**src/rtl/lcd_timing_gen_if.sv**
```systemverilog
// Pixel-side bundle between the LCD timing generator, the renderer and the panel pins.
// The master side is the timing generator; the slave side is the renderer/panel.
interface lcd_timing_gen_if;
  logic [4:0] i_R;
  logic [5:0] i_G;
  logic [4:0] i_B;
  logic [9:0] o_x;
  logic [9:0] o_y;
  logic       o_frame_start;
  logic       o_lcd_hs;
  logic       o_lcd_vs;
  logic       o_lcd_de;
  logic [4:0] o_lcd_R;
  logic [5:0] o_lcd_G;
  logic [4:0] o_lcd_B;

  modport master (
    input  i_R, i_G, i_B,
    output o_x, o_y, o_frame_start,
    output o_lcd_hs, o_lcd_vs, o_lcd_de,
    output o_lcd_R, o_lcd_G, o_lcd_B
  );

  modport slave (
    output i_R, i_G, i_B,
    input  o_x, o_y, o_frame_start,
    input  o_lcd_hs, o_lcd_vs, o_lcd_de,
    input  o_lcd_R, o_lcd_G, o_lcd_B
  );
endinterface

```
**src/rtl/lcd_timing_gen.sv**
```systemverilog
// Raster timing generator for an RGB565 LCD: pixel coordinates for the renderer and
// panel HS/VS/DE delayed to line up with the renderer's registered colour.
module lcd_timing_gen #(
  parameter int H_ACTIVE    = 800,
  parameter int H_FP        = 40,
  parameter int H_SYNC      = 128,
  parameter int H_BP        = 88,
  parameter int V_ACTIVE    = 480,
  parameter int V_FP        = 13,
  parameter int V_SYNC      = 3,
  parameter int V_BP        = 29,
  parameter bit HS_POL      = 1'b0,
  parameter bit VS_POL      = 1'b0,
  parameter int PIX_LATENCY = 1
) (
  input  logic              i_clk,
  input  logic              i_rst_n,
  lcd_timing_gen_if.master  lcd
);

  // Region boundaries are summed as ints and then sized, so nothing wraps.
  localparam logic [10:0] H_ACT_W    = 11'(H_ACTIVE);
  localparam logic [10:0] H_SYNC_BEG = 11'(H_ACTIVE + H_FP);
  localparam logic [10:0] H_SYNC_END = 11'(H_ACTIVE + H_FP + H_SYNC);
  localparam logic [10:0] H_LAST     = 11'(H_ACTIVE + H_FP + H_SYNC + H_BP - 1);
  localparam logic [9:0]  V_ACT_W    = 10'(V_ACTIVE);
  localparam logic [9:0]  V_SYNC_BEG = 10'(V_ACTIVE + V_FP);
  localparam logic [9:0]  V_SYNC_END = 10'(V_ACTIVE + V_FP + V_SYNC);
  localparam logic [9:0]  V_LAST     = 10'(V_ACTIVE + V_FP + V_SYNC + V_BP - 1);

  logic [10:0] h_cnt_reg, h_cnt_next;
  logic [9:0]  v_cnt_reg, v_cnt_next;

  always_ff @(posedge i_clk or negedge i_rst_n) begin
    if (!i_rst_n) begin
      h_cnt_reg <= '0;
      v_cnt_reg <= '0;
    end else begin
      h_cnt_reg <= h_cnt_next;
      v_cnt_reg <= v_cnt_next;
    end
  end

  always_comb begin
    h_cnt_next = h_cnt_reg + 11'd1;
    v_cnt_next = v_cnt_reg;
    if (h_cnt_reg == H_LAST) begin
      h_cnt_next = '0;
      v_cnt_next = (v_cnt_reg == V_LAST) ? 10'd0 : v_cnt_reg + 10'd1;
    end
  end

  logic active, h_in_sync, v_in_sync;
  logic hs_raw, vs_raw, de_raw;

  assign active    = (h_cnt_reg < H_ACT_W) && (v_cnt_reg < V_ACT_W);
  assign h_in_sync = (h_cnt_reg >= H_SYNC_BEG) && (h_cnt_reg < H_SYNC_END);
  assign v_in_sync = (v_cnt_reg >= V_SYNC_BEG) && (v_cnt_reg < V_SYNC_END);
  assign hs_raw    = h_in_sync ? HS_POL : ~HS_POL;
  assign vs_raw    = v_in_sync ? VS_POL : ~VS_POL;
  // Counters sit at (0,0) in reset, which is "active"; keep DE low until release.
  assign de_raw    = active & i_rst_n;

  assign lcd.o_x           = active ? h_cnt_reg[9:0] : 10'd0;
  assign lcd.o_y           = active ? v_cnt_reg : 10'd0;
  assign lcd.o_frame_start = i_rst_n && (h_cnt_reg == 11'd0) && (v_cnt_reg == 10'd0);

  logic hs_out, vs_out, de_out;

  genvar gi;
  generate
    for (gi = 0; gi < PIX_LATENCY; gi++) begin : g_stage
      logic hs_d, vs_d, de_d;
      logic hs_q_reg, vs_q_reg, de_q_reg;

      if (gi == 0) begin : g_first
        assign hs_d = hs_raw;
        assign vs_d = vs_raw;
        assign de_d = de_raw;
      end else begin : g_next
        assign hs_d = g_stage[gi-1].hs_q_reg;
        assign vs_d = g_stage[gi-1].vs_q_reg;
        assign de_d = g_stage[gi-1].de_q_reg;
      end

      always_ff @(posedge i_clk or negedge i_rst_n) begin
        if (!i_rst_n) begin
          hs_q_reg <= ~HS_POL;
          vs_q_reg <= ~VS_POL;
          de_q_reg <= 1'b0;
        end else begin
          hs_q_reg <= hs_d;
          vs_q_reg <= vs_d;
          de_q_reg <= de_d;
        end
      end
    end

    if (PIX_LATENCY == 0) begin : g_no_delay
      assign hs_out = hs_raw;
      assign vs_out = vs_raw;
      assign de_out = de_raw;
    end else begin : g_delay_out
      assign hs_out = g_stage[PIX_LATENCY-1].hs_q_reg;
      assign vs_out = g_stage[PIX_LATENCY-1].vs_q_reg;
      assign de_out = g_stage[PIX_LATENCY-1].de_q_reg;
    end
  endgenerate

  assign lcd.o_lcd_hs = hs_out;
  assign lcd.o_lcd_vs = vs_out;
  assign lcd.o_lcd_de = de_out;

  // Colour arrives already aligned by the renderer; only the blanking gate lives here.
  assign lcd.o_lcd_R = de_out ? lcd.i_R : 5'd0;
  assign lcd.o_lcd_G = de_out ? lcd.i_G : 6'd0;
  assign lcd.o_lcd_B = de_out ? lcd.i_B : 5'd0;

endmodule
```
**src/flat_wrapper.sv**
```systemverilog
// flat-port wrapper written by rule: the top's interface ports become plain ports
module lcd_timing_gen_flat 
#(
  parameter int H_ACTIVE    = 800,
  parameter int H_FP        = 40,
  parameter int H_SYNC      = 128,
  parameter int H_BP        = 88,
  parameter int V_ACTIVE    = 480,
  parameter int V_FP        = 13,
  parameter int V_SYNC      = 3,
  parameter int V_BP        = 29,
  parameter bit HS_POL      = 1'b0,
  parameter bit VS_POL      = 1'b0,
  parameter int PIX_LATENCY = 1
)
  (i_clk, i_rst_n, lcd_i_R, lcd_i_G, lcd_i_B, lcd_o_x, lcd_o_y, lcd_o_frame_start, lcd_o_lcd_hs, lcd_o_lcd_vs, lcd_o_lcd_de, lcd_o_lcd_R, lcd_o_lcd_G, lcd_o_lcd_B);
  lcd_timing_gen_if lcd_i ();
  input  logic i_clk;
  input  logic i_rst_n;
  input wire logic [$bits(lcd_i.i_R)-1:0] lcd_i_R;
  input wire logic [$bits(lcd_i.i_G)-1:0] lcd_i_G;
  input wire logic [$bits(lcd_i.i_B)-1:0] lcd_i_B;
  output wire logic [$bits(lcd_i.o_x)-1:0] lcd_o_x;
  output wire logic [$bits(lcd_i.o_y)-1:0] lcd_o_y;
  output wire logic [$bits(lcd_i.o_frame_start)-1:0] lcd_o_frame_start;
  output wire logic [$bits(lcd_i.o_lcd_hs)-1:0] lcd_o_lcd_hs;
  output wire logic [$bits(lcd_i.o_lcd_vs)-1:0] lcd_o_lcd_vs;
  output wire logic [$bits(lcd_i.o_lcd_de)-1:0] lcd_o_lcd_de;
  output wire logic [$bits(lcd_i.o_lcd_R)-1:0] lcd_o_lcd_R;
  output wire logic [$bits(lcd_i.o_lcd_G)-1:0] lcd_o_lcd_G;
  output wire logic [$bits(lcd_i.o_lcd_B)-1:0] lcd_o_lcd_B;
  assign lcd_i.i_R = lcd_i_R;
  assign lcd_i.i_G = lcd_i_G;
  assign lcd_i.i_B = lcd_i_B;
  assign lcd_o_x = lcd_i.o_x;
  assign lcd_o_y = lcd_i.o_y;
  assign lcd_o_frame_start = lcd_i.o_frame_start;
  assign lcd_o_lcd_hs = lcd_i.o_lcd_hs;
  assign lcd_o_lcd_vs = lcd_i.o_lcd_vs;
  assign lcd_o_lcd_de = lcd_i.o_lcd_de;
  assign lcd_o_lcd_R = lcd_i.o_lcd_R;
  assign lcd_o_lcd_G = lcd_i.o_lcd_G;
  assign lcd_o_lcd_B = lcd_i.o_lcd_B;
  lcd_timing_gen #(.H_ACTIVE(H_ACTIVE), .H_FP(H_FP), .H_SYNC(H_SYNC), .H_BP(H_BP), .V_ACTIVE(V_ACTIVE), .V_FP(V_FP), .V_SYNC(V_SYNC), .V_BP(V_BP), .HS_POL(HS_POL), .VS_POL(VS_POL), .PIX_LATENCY(PIX_LATENCY)) u_core (.i_clk(i_clk), .i_rst_n(i_rst_n), .lcd(lcd_i));
endmodule
```
**config.mk**
```make
export PLATFORM = sky130hd
export DESIGN_NAME = lcd_timing_gen_flat
export DESIGN_NICKNAME = d
export VERILOG_FILES = /design/src/rtl/lcd_timing_gen_if.sv /design/src/rtl/lcd_timing_gen.sv /design/src/flat_wrapper.sv
export SDC_FILE = /design/constraint.sdc
export NUM_CORES = 1
export LEC_CHECK = 0
export ABC_AREA = 0
export BUFFER_PORTS_ARGS = -buffer_cell sky130_fd_sc_hd__buf_4
export CAP_MARGIN = 20
export CELL_PAD_IN_SITES_DETAIL_PLACEMENT = 0
export CELL_PAD_IN_SITES_GLOBAL_PLACEMENT = 1
export CORE_ASPECT_RATIO = 0.5
export CORE_MARGIN = 5
export CORE_UTILIZATION = 38
export DETAILED_ROUTE_END_ITERATION = 6
export PLACE_DENSITY_LB_ADDON = 0.12
export SYNTH_ARGS = -nofsm -noshare
export SYNTH_HDL_FRONTEND = slang
export SYNTH_SLANG_ARGS = --single-unit
```
**constraint.sdc**
```tcl
create_clock -name i_clk -period 4.55 [get_ports i_clk]
set_clock_uncertainty 0.05 [all_clocks]
set_input_delay 0.455 -clock i_clk [delete_from_list [all_inputs] [get_ports i_clk]]
set_output_delay 0.455 -clock i_clk [all_outputs]
set_load 0.01 [all_outputs]
```
* Word level (Yosys, flattened, before mapping)
Index checks and enable logic that the tools add are counted.
Widths: inputs -> output; s select.
** Storage, ports and cells
- Register bits :: 24
- Bits of input ports :: 18
- Output and inout port bits :: 40
- Word-level logic and storage cells :: 32
** Operators by class
- Add/subtract/negate cells :: 2
- Magnitude comparators :: 6
- Equal/unequal tests :: 2
- Mux-type cells :: 9
- Bitwise logic cells :: 1
- Reductions and logical operators :: 7
** Operators by type and width (count)
- $mux 10 :: 3
- $lt 11x10->1 const B :: 2
- $lt 10x9->1 const B :: 2
- $add 11x1->11 const B :: 1
- $eq 11x11->1 const B :: 1
- $ge 11x10->1 const B :: 1
- $logic_not 11->1 :: 1
- $mux 11 :: 1
- $add 10x1->10 const B :: 1
- $eq 10x10->1 const B :: 1
- $ge 10x9->1 const B :: 1
- $logic_not 10->1 :: 1
- $mux 5 :: 2
- $mux 6 :: 1
- $logic_and 1x1->1 :: 5
- $mux 1 :: 2
- $and 1x1->1 :: 1

* Logic depth before layout (Yosys ltp)
Gate-level depths: netlist of run 1.
- Depth in word-level cells :: 3
- Gate-level depth with buffers :: 6
- Gate-level depth less buffers :: 6

* Worst setup path before layout of run 1
Ideal clock, no wire load.
- Path type :: reg-to-output
- Start point :: register u_core.v_cnt_reg[0]
- End point :: output lcd_o_frame_start
- Arrival :: 1.586 ns
- Slack :: 2.459 ns
- Stages on the path, launching flop included :: 6
- Cells stage by stage :: dfrtp_1 -> inv_1 -> ha_1 -> nor4b_1 -> nand2_1 -> nor4_1
** Between the ends
- Word-level cells in the longest chain between the ends :: 2
** Ends and longest elaborated chain
- start: declaration :: RTL line lcd_timing_gen.sv:32 : logic [9:0] v_cnt_reg, v_cnt_next;
- start signal: assignment :: RTL line lcd_timing_gen.sv:40 : v_cnt_reg <= v_cnt_next;
- $logic_not 10->1 :: RTL line lcd_timing_gen.sv:66 : assign lcd.o_frame_start = i_rst_n && (h_cnt_reg == 11'd0) && (v_cnt_reg == 10'd0);
- $logic_and 1x1->1 :: RTL line lcd_timing_gen.sv:66
- end: declaration :: RTL line flat_wrapper.sv:25 : output wire logic [$bits(lcd_i.o_frame_start)-1:0] lcd_o_frame_start;
No other way between the ends.

* Final worst setup path of run 1
Same ends and word-level chain as after synthesis.

==> results of run 1 <==
routing by layer:
metal	up-vias	track usage	routed length (um)
li1	657	-	-
met1	596	0.1827	1750
met2	54	0.2260	1538
met3	0	0.05598	341
met4	0	0.03401	0
met5	-	0	0
report_power, final:
group          switching (mW)  internal [mW]  leakage (nW)
sequential            0.00139          0.214         0.312
clock                  0.0713          0.118        0.0357
combinational          0.0147         0.0219         0.638
layout make-up:
type / instances / area share
inverter: 6 / 0.01121
sequential: 24 / 0.3001
multi-input combinational: 127 / 0.4103
clock buffer: 3 / 0.02055
tap: 54 / 0.03362
clock inverter: 1 / 0.01494
timing repair buffer: 56 / 0.2092
worst min-delay path by stage:
stage | slack (ns) | depth (start not counted) | startpoint | endpoint
after global routing | 0.04 | 1 | i_rst_n | u_core.v_cnt_reg[3]
after global placement | 0.33 | 1 | i_rst_n | u_core.v_cnt_reg[3]
after CTS | 0.03 | 1 | i_rst_n | u_core.h_cnt_reg[1]
after detailed placement | 0.33 | 1 | i_rst_n | u_core.v_cnt_reg[0]
final | 0.02 | 1 | i_rst_n | u_core.h_cnt_reg[0]
after floorplan | 0.11 | 0 | i_rst_n | u_core.h_cnt_reg[0]
cell families after synthesis:
family,share of synthesized area
flops,0.4054
compound gates,0.08410
fa+ha+maj,0.05046
xor+xnor,0.05888
mux,0.007569
buf+inv,0.04037
other cells,0.002521
simple gates,0.3507
through the flow:
step,power (mW),util
detailed placement,0.2566,0.5042
finish,0.4406,0.5228
floorplan,0.2300,-
global route,0.4599,0.5228
global placement,0.2566,0.5042
CTS,0.4474,0.5228
synthesized netlist by cell type, types with 3 or more instances:
| library cell | n | area (um2) |
|---|---|---|
| inv_1 | 6 | 22.52 |
| dfrtp_1 | 22 | 550.5 |
| ha_1 | 6 | 75.07 |
| or3_1 | 3 | 18.77 |
| o31ai_1 | 3 | 22.52 |
| nand4_1 | 3 | 18.77 |
| and2_1 | 37 | 231.5 |
| nand3_1 | 9 | 45.04 |
| o21ai_0 | 10 | 50.05 |
| xor2_1 | 8 | 70.07 |
| nor2_1 | 8 | 30.03 |
| a31oi_1 | 3 | 18.77 |
| clkbuf_1 | 5 | 18.77 |
| nand2_1 | 13 | 48.80 |
| nor3_1 | 3 | 15.01 |
cell usage in the layout, fill, tap and decap left out, drive strengths merged, types with 2 or more instances in the layout:
cell    netlist  routed
buf           2      56
and2         37      37
dfrtp        22      22
nand2        13      13
o21ai        10      10
nand3         9       9
nor2          8       8
xor2          8       8
inv           6       6
ha            6       6
nor3          5       5
or3           4       4
nand4         3       3
a31oi         3       3
o31ai         3       3
clkbuf        5       3
xnor2         2       2
nor4          2       2
nor4b         2       2
or2           2       2
a21o          2       2
dfstp         2       2
==> metrics.csv, run 1 <==
stage,metric,value,unit
outcome,outcome,finished clean,
synthesis,synth_seq_cells,24,
sta,worst_slew_pin_slew,0.6103,ns
synthesis,yosysSeqAreaShare,0.4054,
setup_path,cp_max_fo,8,
global_route,track_usage,0.1412,
setup_path,critPathCaptureType,output pin,
global_route,grt_max_degree,27,
synthesis,synth_edf_count,0,
final_layout,nNetsFinal,242,
floorplanning,fp-row-count,16,
synthesis,synth_cell_type_count,34,
drt,drtIter0Drc,58,
place,port_buffers,56,
clock_network,ctsLongestPathBuffers,2,
place,dp_slack,2.263,ns
synthesis,synthCells,164,
drt,wire_per_inst,13.39,um
floorplanning,io_pins,58,
setup_path,crit_buf_inv,2,
final_layout,multiInputGateArea,824.5,um2
synthesis,yosysWarningCount,0,
final_layout,largest_reg_flops,11,
setup_path,worstRegToRegCells,4,
setup_path,rr_startpoint,u_core.h_cnt_reg[7],
clock_network,clock_sinks,24,
sta,post-route-period-util,0.5717,
setup_path,worst-path-stages,6,
sta,setup_ws,1.949,ns
global_route,grt_pass1_vias,1254,
synthesis,syn_nets,188,
setup_path,crit_type,reg2out,
clock_network,cts_setup_buffers,0,
final_layout,seqCellArea,603.1,um2
sta,slew_violations,0,
drt,firstDrtPassIters,4,
setup_path,slowest_delay,0.51,ns
clock_network,numCtsBuffers,3,
synthesis,avgSynthCellArea,9.071,um2
final_layout,layout-drive-gt1-share,0.3180,
floorplanning,core_area,3844,um2
sta,rsz0062_at_grt,false,
place,dpl_cell_area,1938,um2
drt,ant_nets,0,
floorplanning,die_area,5342,um2
sta,hold-worst-slack,0.02431,ns
final_layout,nFillCells,368,
floorplanning,start_util,0.3870,
sta,max_freq,384.4,MHz
drt,drc,0,
power_and_ir_drop,powerDensity,219.3,nW/um2
synthesis,synthArstFlopShare,1.000,
flow_run,maxCapViolations,0,
global_route,grt_pass1_wl,5.996,mm
setup_path,crit_end,lcd_o_frame_start,
setup_path,cp_data_arrival_time,2.10,ns
place,place_hpwl,2.687,mm
place,gp_congestion,0.8309,
floorplanning,dieHeight,54.25,um
global_route,grt_antenna_before_repair,0,
sta,finalHoldViolations,0,
setup_path,startpoint,u_core.v_cnt_reg[0],
final_layout,diodes,0,
sta,max-slew-margin-rel,0.5874,
sta,setup-tns-final,0,ns
power_and_ir_drop,p_leak,0.9853,nW
setup_path,slowest_stage,nor4b_1,
setup_path,cp_top_family,simple AND/OR/NAND/NOR gates,
setup_path,worstPathRequired,4.05,ns
setup_path,rr_endpoint,u_core.v_cnt_reg[7],
hold_path,hold_class,in2async,
sta,setup_violations,0,
clock_network,clock_latency,0.27,ns
synthesis,syn_area,1488,um2
drt,vias,1307,
place,place_inst,267,
drt,postRouteWirelength,3.629,mm
global_route,grt.overflow.total,0,
setup_path,reg2reg_slack,2.32,ns
clock_network,clk_pin_slew,0.09,ns
power_and_ir_drop,ir_drop,0.0002494,V
clock_network,cts_tree,yes,
floorplanning,die_x,98.49,um
clock_network,cts.repair.resized,0,
clock_network,cts-root-buf,clkbuf_8,
clock_network,h-tree-depth,1,
sta,finalCriticalPeriod,2.601,ns
setup_path,cp-start-kind,flop,
final_layout,final_cell_count_no_fill,271,
final_layout,fin_area,2009,um2
final_layout,syn_to_final_growth,35.07,%
setup_path,path_cells,"inv_1, ha_1, nor4b_1, nand2_1, nor4_1, buf_4",
synthesis,synth_ff_type,dfrtp_1,
drt,vias_per_cell,4.823,
clock_network,ctsHoldBuffers,0,
No activity file was read; power rests on OpenSTA's default activity.
==> run 2, diff against run 1 <==
--- a/config.mk
+++ b/config.mk
@@ -12,7 +12,7 @@
 export CELL_PAD_IN_SITES_GLOBAL_PLACEMENT = 1
 export CORE_ASPECT_RATIO = 0.5
 export CORE_MARGIN = 5
-export CORE_UTILIZATION = 38
+export CORE_UTILIZATION = 32
 export DETAILED_ROUTE_END_ITERATION = 6
 export PLACE_DENSITY_LB_ADDON = 0.12
 export SYNTH_ARGS = -nofsm -noshare
==> constraint.sdc (replaced) <==
create_clock -name i_clk -period 2.2 [get_ports i_clk]
set_clock_uncertainty 0.05 [all_clocks]
set_input_delay 0.22 -clock i_clk [delete_from_list [all_inputs] [get_ports i_clk]]
set_output_delay 0.22 -clock i_clk [all_outputs]
set_load 0.01 [all_outputs]
==> run 2 against run 1 <==
Net effect: critical endpoint unchanged; via count grew 3.8%; global-route usage decreased by 1.3 points; total power up 90%; flip-flop and latch count unchanged; combinational power rose by 120%; register-to-register slack lost 2.2 ns; non-clock buffer count is 10 higher; core utilization down 5.1 points; cell area up 4.5%; first-iteration DRC count rose by 5.2%; sequential share of layout area is 1.3 points lower; largest power group unchanged.
==> metrics.csv, run 2 (synthesis gave the netlist of run 1 again) <==
stage,metric,value,unit
outcome,outcome,finished clean,
drt,drtIter0Drc,61,
setup_path,worstRegToRegCells,5,
drt,vias_per_cell,4.778,
sta,setup_violations,0,
final_layout,final_common_cell,buf_4,
floorplanning,die_x,106.4,um
global_route,grt_antenna_before_repair,0,
place,place_inst,279,
final_layout,layout-drive-gt1-share,0.3568,
final_layout,syn_to_final_growth,41.13,%
setup_path,cp-start-kind,flop,
final_layout,nNetsFinal,252,
global_route,grt.overflow.total,0,
place,dpl_cell_area,2022,um2
setup_path,slowest_delay,0.42,ns
floorplanning,core_area,4446,um2
sta,hold-worst-slack,0.4497,ns
floorplanning,io_pins,58,
place,gp_congestion,0.7928,
floorplanning,start_util,0.3346,
setup_path,slowest_stage,dfrtp_1,
drt,drc,0,
sta,post-route-period-util,0.9363,
clock_network,numCtsBuffers,3,
clock_network,clock_sinks,24,
hold_path,hold_class,in2async,
sta,finalHoldViolations,0,
final_layout,layout_common_cells,"buf_4 (64), and2_1 (37), dfrtp_1 (22)",
power_and_ir_drop,ir_drop,0.0001984,V
clock_network,clk_pin_slew,0.09,ns
flow_run,maxCapViolations,0,
global_route,grt_pass1_vias,1264,
clock_network,h-tree-depth,1,
sta,setup-tns-final,0,ns
clock_network,ctsLongestPathBuffers,2,
drt,wire_per_inst,13.88,um
sta,slew_violations,0,
clock_network,cts_tree,yes,
final_layout,nFillCells,442,
setup_path,worstPathRequired,1.93,ns
global_route,grt_max_degree,26,
global_route,track_usage,0.1286,
setup_path,critPathCaptureType,output pin,
drt,vias,1357,
place,port_buffers,56,
drt,ant_nets,0,
clock_network,cts-root-buf,clkbuf_8,
final_layout,fin_area,2100,um2
power_and_ir_drop,powerDensity,397.8,nW/um2
clock_network,clock_latency,0.27,ns
final_layout,largest_reg_flops,11,
setup_path,path_cells,"inv_1, ha_1, nor4b_2, nand2_1, nor4_2, buf_4",
sta,max_freq,485.5,MHz
final_layout,final_cell_count_no_fill,284,
place,dp_slack,0.1923,ns
floorplanning,fp-row-count,17,
power_and_ir_drop,p_total,835.1,uW
drt,postRouteWirelength,3.941,mm
floorplanning,die_area,6196,um2
setup_path,cp_data_arrival_time,1.79,ns
setup_path,crit_type,reg2out,
clock_network,cts_setup_buffers,0,
sta,finalCriticalPeriod,2.060,ns
final_layout,diodes,0,
global_route,grt_pass1_wl,6.382,mm
setup_path,crit_buf_inv,2,
setup_path,worst-path-stages,6,
sta,setup_ws,0.1401,ns
final_layout,utilization,0.4723,
power_and_ir_drop,p_leak,1.035,nW
setup_path,cp_max_fo,5,
drt,firstDrtPassIters,4,
setup_path,cp_top_family,simple AND/OR/NAND/NOR gates,
place,place_hpwl,3.013,mm
floorplanning,dieHeight,58.22,um
run 2: cell types whose count changed in the layout (fill, tap and decap cells not counted):
cell | before | now
dlygate4sd3_1 | 0 | 1
bufinv_16 | 1 | 0
nor4_2 | 0 | 1
buf_12 | 0 | 1
buf_4 | 56 | 64
nor4b_2 | 0 | 1
nor4_1 | 2 | 1
o211a_1 | 1 | 0
nor4b_1 | 2 | 1
clkbuf_8 | 3 | 4
o211a_2 | 0 | 1
run 2: routing by layer:
metal  part of all wire  wire length (um)  vias to the layer above  global-route usage
met2               0.41              1629                       59              0.2061
met4                  0                 0                        0             0.02732
li1                   -                 -                      676                   -
met5                  0                 0                        -                   0
met3               0.10               397                        0             0.04227
met1               0.49              1913                      622              0.1714
run 2: area by class of cell:
class	count	area, um2	share of cell area
inverters	6	22.52	0.01073
well taps	57	71.32	0.03397
multi-input cells	127	837.1	0.3987
clock buffers	4	55.05	0.02622
flip-flops and latches	24	603.1	0.2872
repair buffers	66	510.5	0.2431
run 2: what timing repair did:
action | in CTS | in global routing
hold buffers | 1 | 0
endpoints found under the setup margin | 1 | 13
gates resized for setup | 1 | 2
hold endpoints to repair | 22 | 0
pin swaps | 0 | 0
run 2: path summary, 6_finish.rpt:
kind	start	end	slack, ns
max	u_core.v_cnt_reg[1]	lcd_o_frame_start	0.14
max in group asynchronous	i_rst_n	u_core.lcd.o_lcd_hs	1.36
min	i_rst_n	u_core.v_cnt_reg[2]	0.45
min in group i_clk	u_core.h_cnt_reg[9]	u_core.h_cnt_reg[9]	0.47
min reg2reg	u_core.h_cnt_reg[9]	u_core.h_cnt_reg[9]	0.47
max reg2reg	u_core.h_cnt_reg[7]	u_core.v_cnt_reg[9]	0.15
run 2: power by group:
part           switching [mW]  internal, mW
combinational          0.0322        0.0477
sequential            0.00293         0.442
clock                   0.150         0.160
run 2: tightest hold or removal path, stage by stage:
cell and delay, ns:
dlygate4sd3_1 0.53, buf_4 0.11, buf_4 0.32
==> run 3, diff against run 2 <==
--- a/config.mk
+++ b/config.mk
@@ -14,7 +14,7 @@
 export CORE_MARGIN = 5
 export CORE_UTILIZATION = 32
 export DETAILED_ROUTE_END_ITERATION = 6
-export PLACE_DENSITY_LB_ADDON = 0.12
+export PLACE_DENSITY = 0.82
 export SYNTH_ARGS = -nofsm -noshare
 export SYNTH_HDL_FRONTEND = slang
 export SYNTH_SLANG_ARGS = --single-unit
==> run 3 against run 2 <==
Net effect: register-to-register slack better by 0.03 ns; flip-flop and latch count unchanged; cell area hardly changed; non-clock buffer count down 1; sequential power barely moved; critical path depth unchanged; core utilization barely moved; setup slack gained 0.036 ns; total power rose by 9.8%; first-iteration DRC count rose by 11%; die area is the same; largest cell class unchanged; largest power group unchanged.
==> metrics.csv, run 3 (synthesis gave the netlist of run 1 again) <==
stage,metric,value,unit
final_layout,nFillCells,427,
global_route,grt_pass1_vias,1234,
final_layout,utilization,0.4720,
clock_network,numCtsBuffers,3,
global_route,track_usage,0.1162,
place,gp_congestion,0.7877,
drt,drtIter0Drc,68,
clock_network,clk_pin_slew,0.09,ns
floorplanning,fp-row-count,17,
floorplanning,start_util,0.3346,
clock_network,clock_latency,0.28,ns
place,port_buffers,56,
place,place_hpwl,2.772,mm
sta,max_freq,494.1,MHz
drt,firstDrtPassIters,4,
drt,drc,0,
flow_run,maxCapViolations,0,
floorplanning,dieHeight,58.22,um
global_route,grt_max_degree,26,
final_layout,syn_to_final_growth,41.04,%
sta,setup-tns-final,0,ns
setup_path,worstPathRequired,1.93,ns
setup_path,critPathCaptureType,output pin,
setup_path,reg2reg_slack,0.18,ns
clock_network,cts_tree,yes,
setup_path,startpoint,u_core.v_cnt_reg[1],
power_and_ir_drop,ir_drop,0.0002110,V
setup_path,crit_type,reg2out,
sta,rsz0062_at_grt,false,
drt,postRouteWirelength,3.683,mm
clock_network,h-tree-depth,1,
power_and_ir_drop,powerDensity,437.2,nW/um2
final_layout,largest_reg_flops,11,
sta,setup_violations,0,
drt,vias,1358,
clock_network,cts-root-buf,clkbuf_8,
setup_path,cp_max_fo,5,
sta,finalHoldViolations,0,
sta,slew_violations,0,
drt,wire_per_inst,13.01,um
setup_path,cp-start-kind,flop,
final_layout,diodes,0,
clock_network,ctsLongestPathBuffers,2,
clock_network,clock_sinks,24,
final_layout,layout_common_cells,"buf_4 (64), and2_1 (37), dfrtp_1 (22)",
final_layout,layout-drive-gt1-share,0.3496,
floorplanning,core_area,4446,um2
final_layout,final_common_cell,buf_4,
floorplanning,io_pins,58,
sta,post-route-period-util,0.9199,
sta,finalCriticalPeriod,2.024,ns
power_and_ir_drop,p_leak,1.044,nW
power_and_ir_drop,p_total,917.3,uW
setup_path,cp_data_arrival_time,1.75,ns
final_layout,nNetsFinal,251,
floorplanning,die_x,106.4,um
drt,ant_nets,0,
floorplanning,die_area,6196,um2
hold_path,hold_class,in2async,
drt,vias_per_cell,4.799,
outcome,outcome,finished clean,
global_route,grt_pass1_wl,5.899,mm
setup_path,rr_startpoint,u_core.h_cnt_reg[9],
global_route,grt.overflow.total,0,
clock_network,cts_setup_buffers,0,
global_route,grt_antenna_before_repair,0,
run 3: power breakdown:
| group | leakage, nW | switching, mW | internal [mW] | total [mW] |
|---|---|---|---|---|
| Sequential | 0.312 | 0.00283 | 0.442 | 0.445 |
| Clock | 0.0357 | 0.150 | 0.244 | 0.394 |
| Combinational | 0.697 | 0.0309 | 0.0476 | 0.0786 |
run 3: worst paths after layout:
kind,endpoint,depth (start not counted)
max,lcd_o_frame_start,6
min,u_core.v_cnt_reg[9],3
max reg2reg,u_core.v_cnt_reg[9],5
min reg2reg,u_core.h_cnt_reg[9],1
max in group asynchronous,u_core.lcd.o_lcd_vs,3
min in group i_clk,u_core.h_cnt_reg[9],1
run 3: stage by stage:
stage / instances / hold WS [ns] / instance area, um2 / setup slack, ns
finish: 283 / 0.4207 / 2098 / 0.1762
global route: 283 / 0.4581 / 2098 / 0.01231
CTS: 283 / 0.4336 / 2083 / 0.006214
detailed placement: 278 / 0.1975 / 2002 / 0.1973
global placement: 278 / 0.1897 / 2002 / 0.2075
floorplan: 164 / -0.1256 / 1488 / 0.1704
run 3: metal layers:
layer / part of all wire / GRT usage
met5: 0 / 0
met4: 0.0090 / 0.02732
met3: 0.11 / 0.04449
met2: 0.43 / 0.1917
met1: 0.46 / 0.1460
run 3: layout make-up:
type / count / area [um2] / area share
multi-input cells: 127 / 839.6 / 0.4001
flip-flops and latches: 24 / 603.1 / 0.2874
repair buffers: 65 / 490.5 / 0.2338
well taps: 57 / 71.32 / 0.03399
clock buffers: 3 / 41.29 / 0.01968
clock inverters: 1 / 30.03 / 0.01431
inverters: 6 / 22.52 / 0.01073
run 3: critical path, stage by stage (launching register included):
cell,delay (ns)
dfrtp_1,0.42
inv_1,0.13
ha_1,0.19
nor4b_4,0.23
nand2_1,0.09
nor4_1,0.25
buf_4,0.17
run 3: what timing repair did:
action,CTS,global route
setup endpoints to repair,0,20
hold endpoints to repair,22,0
resized for setup,0,3
hold buffers,1,0
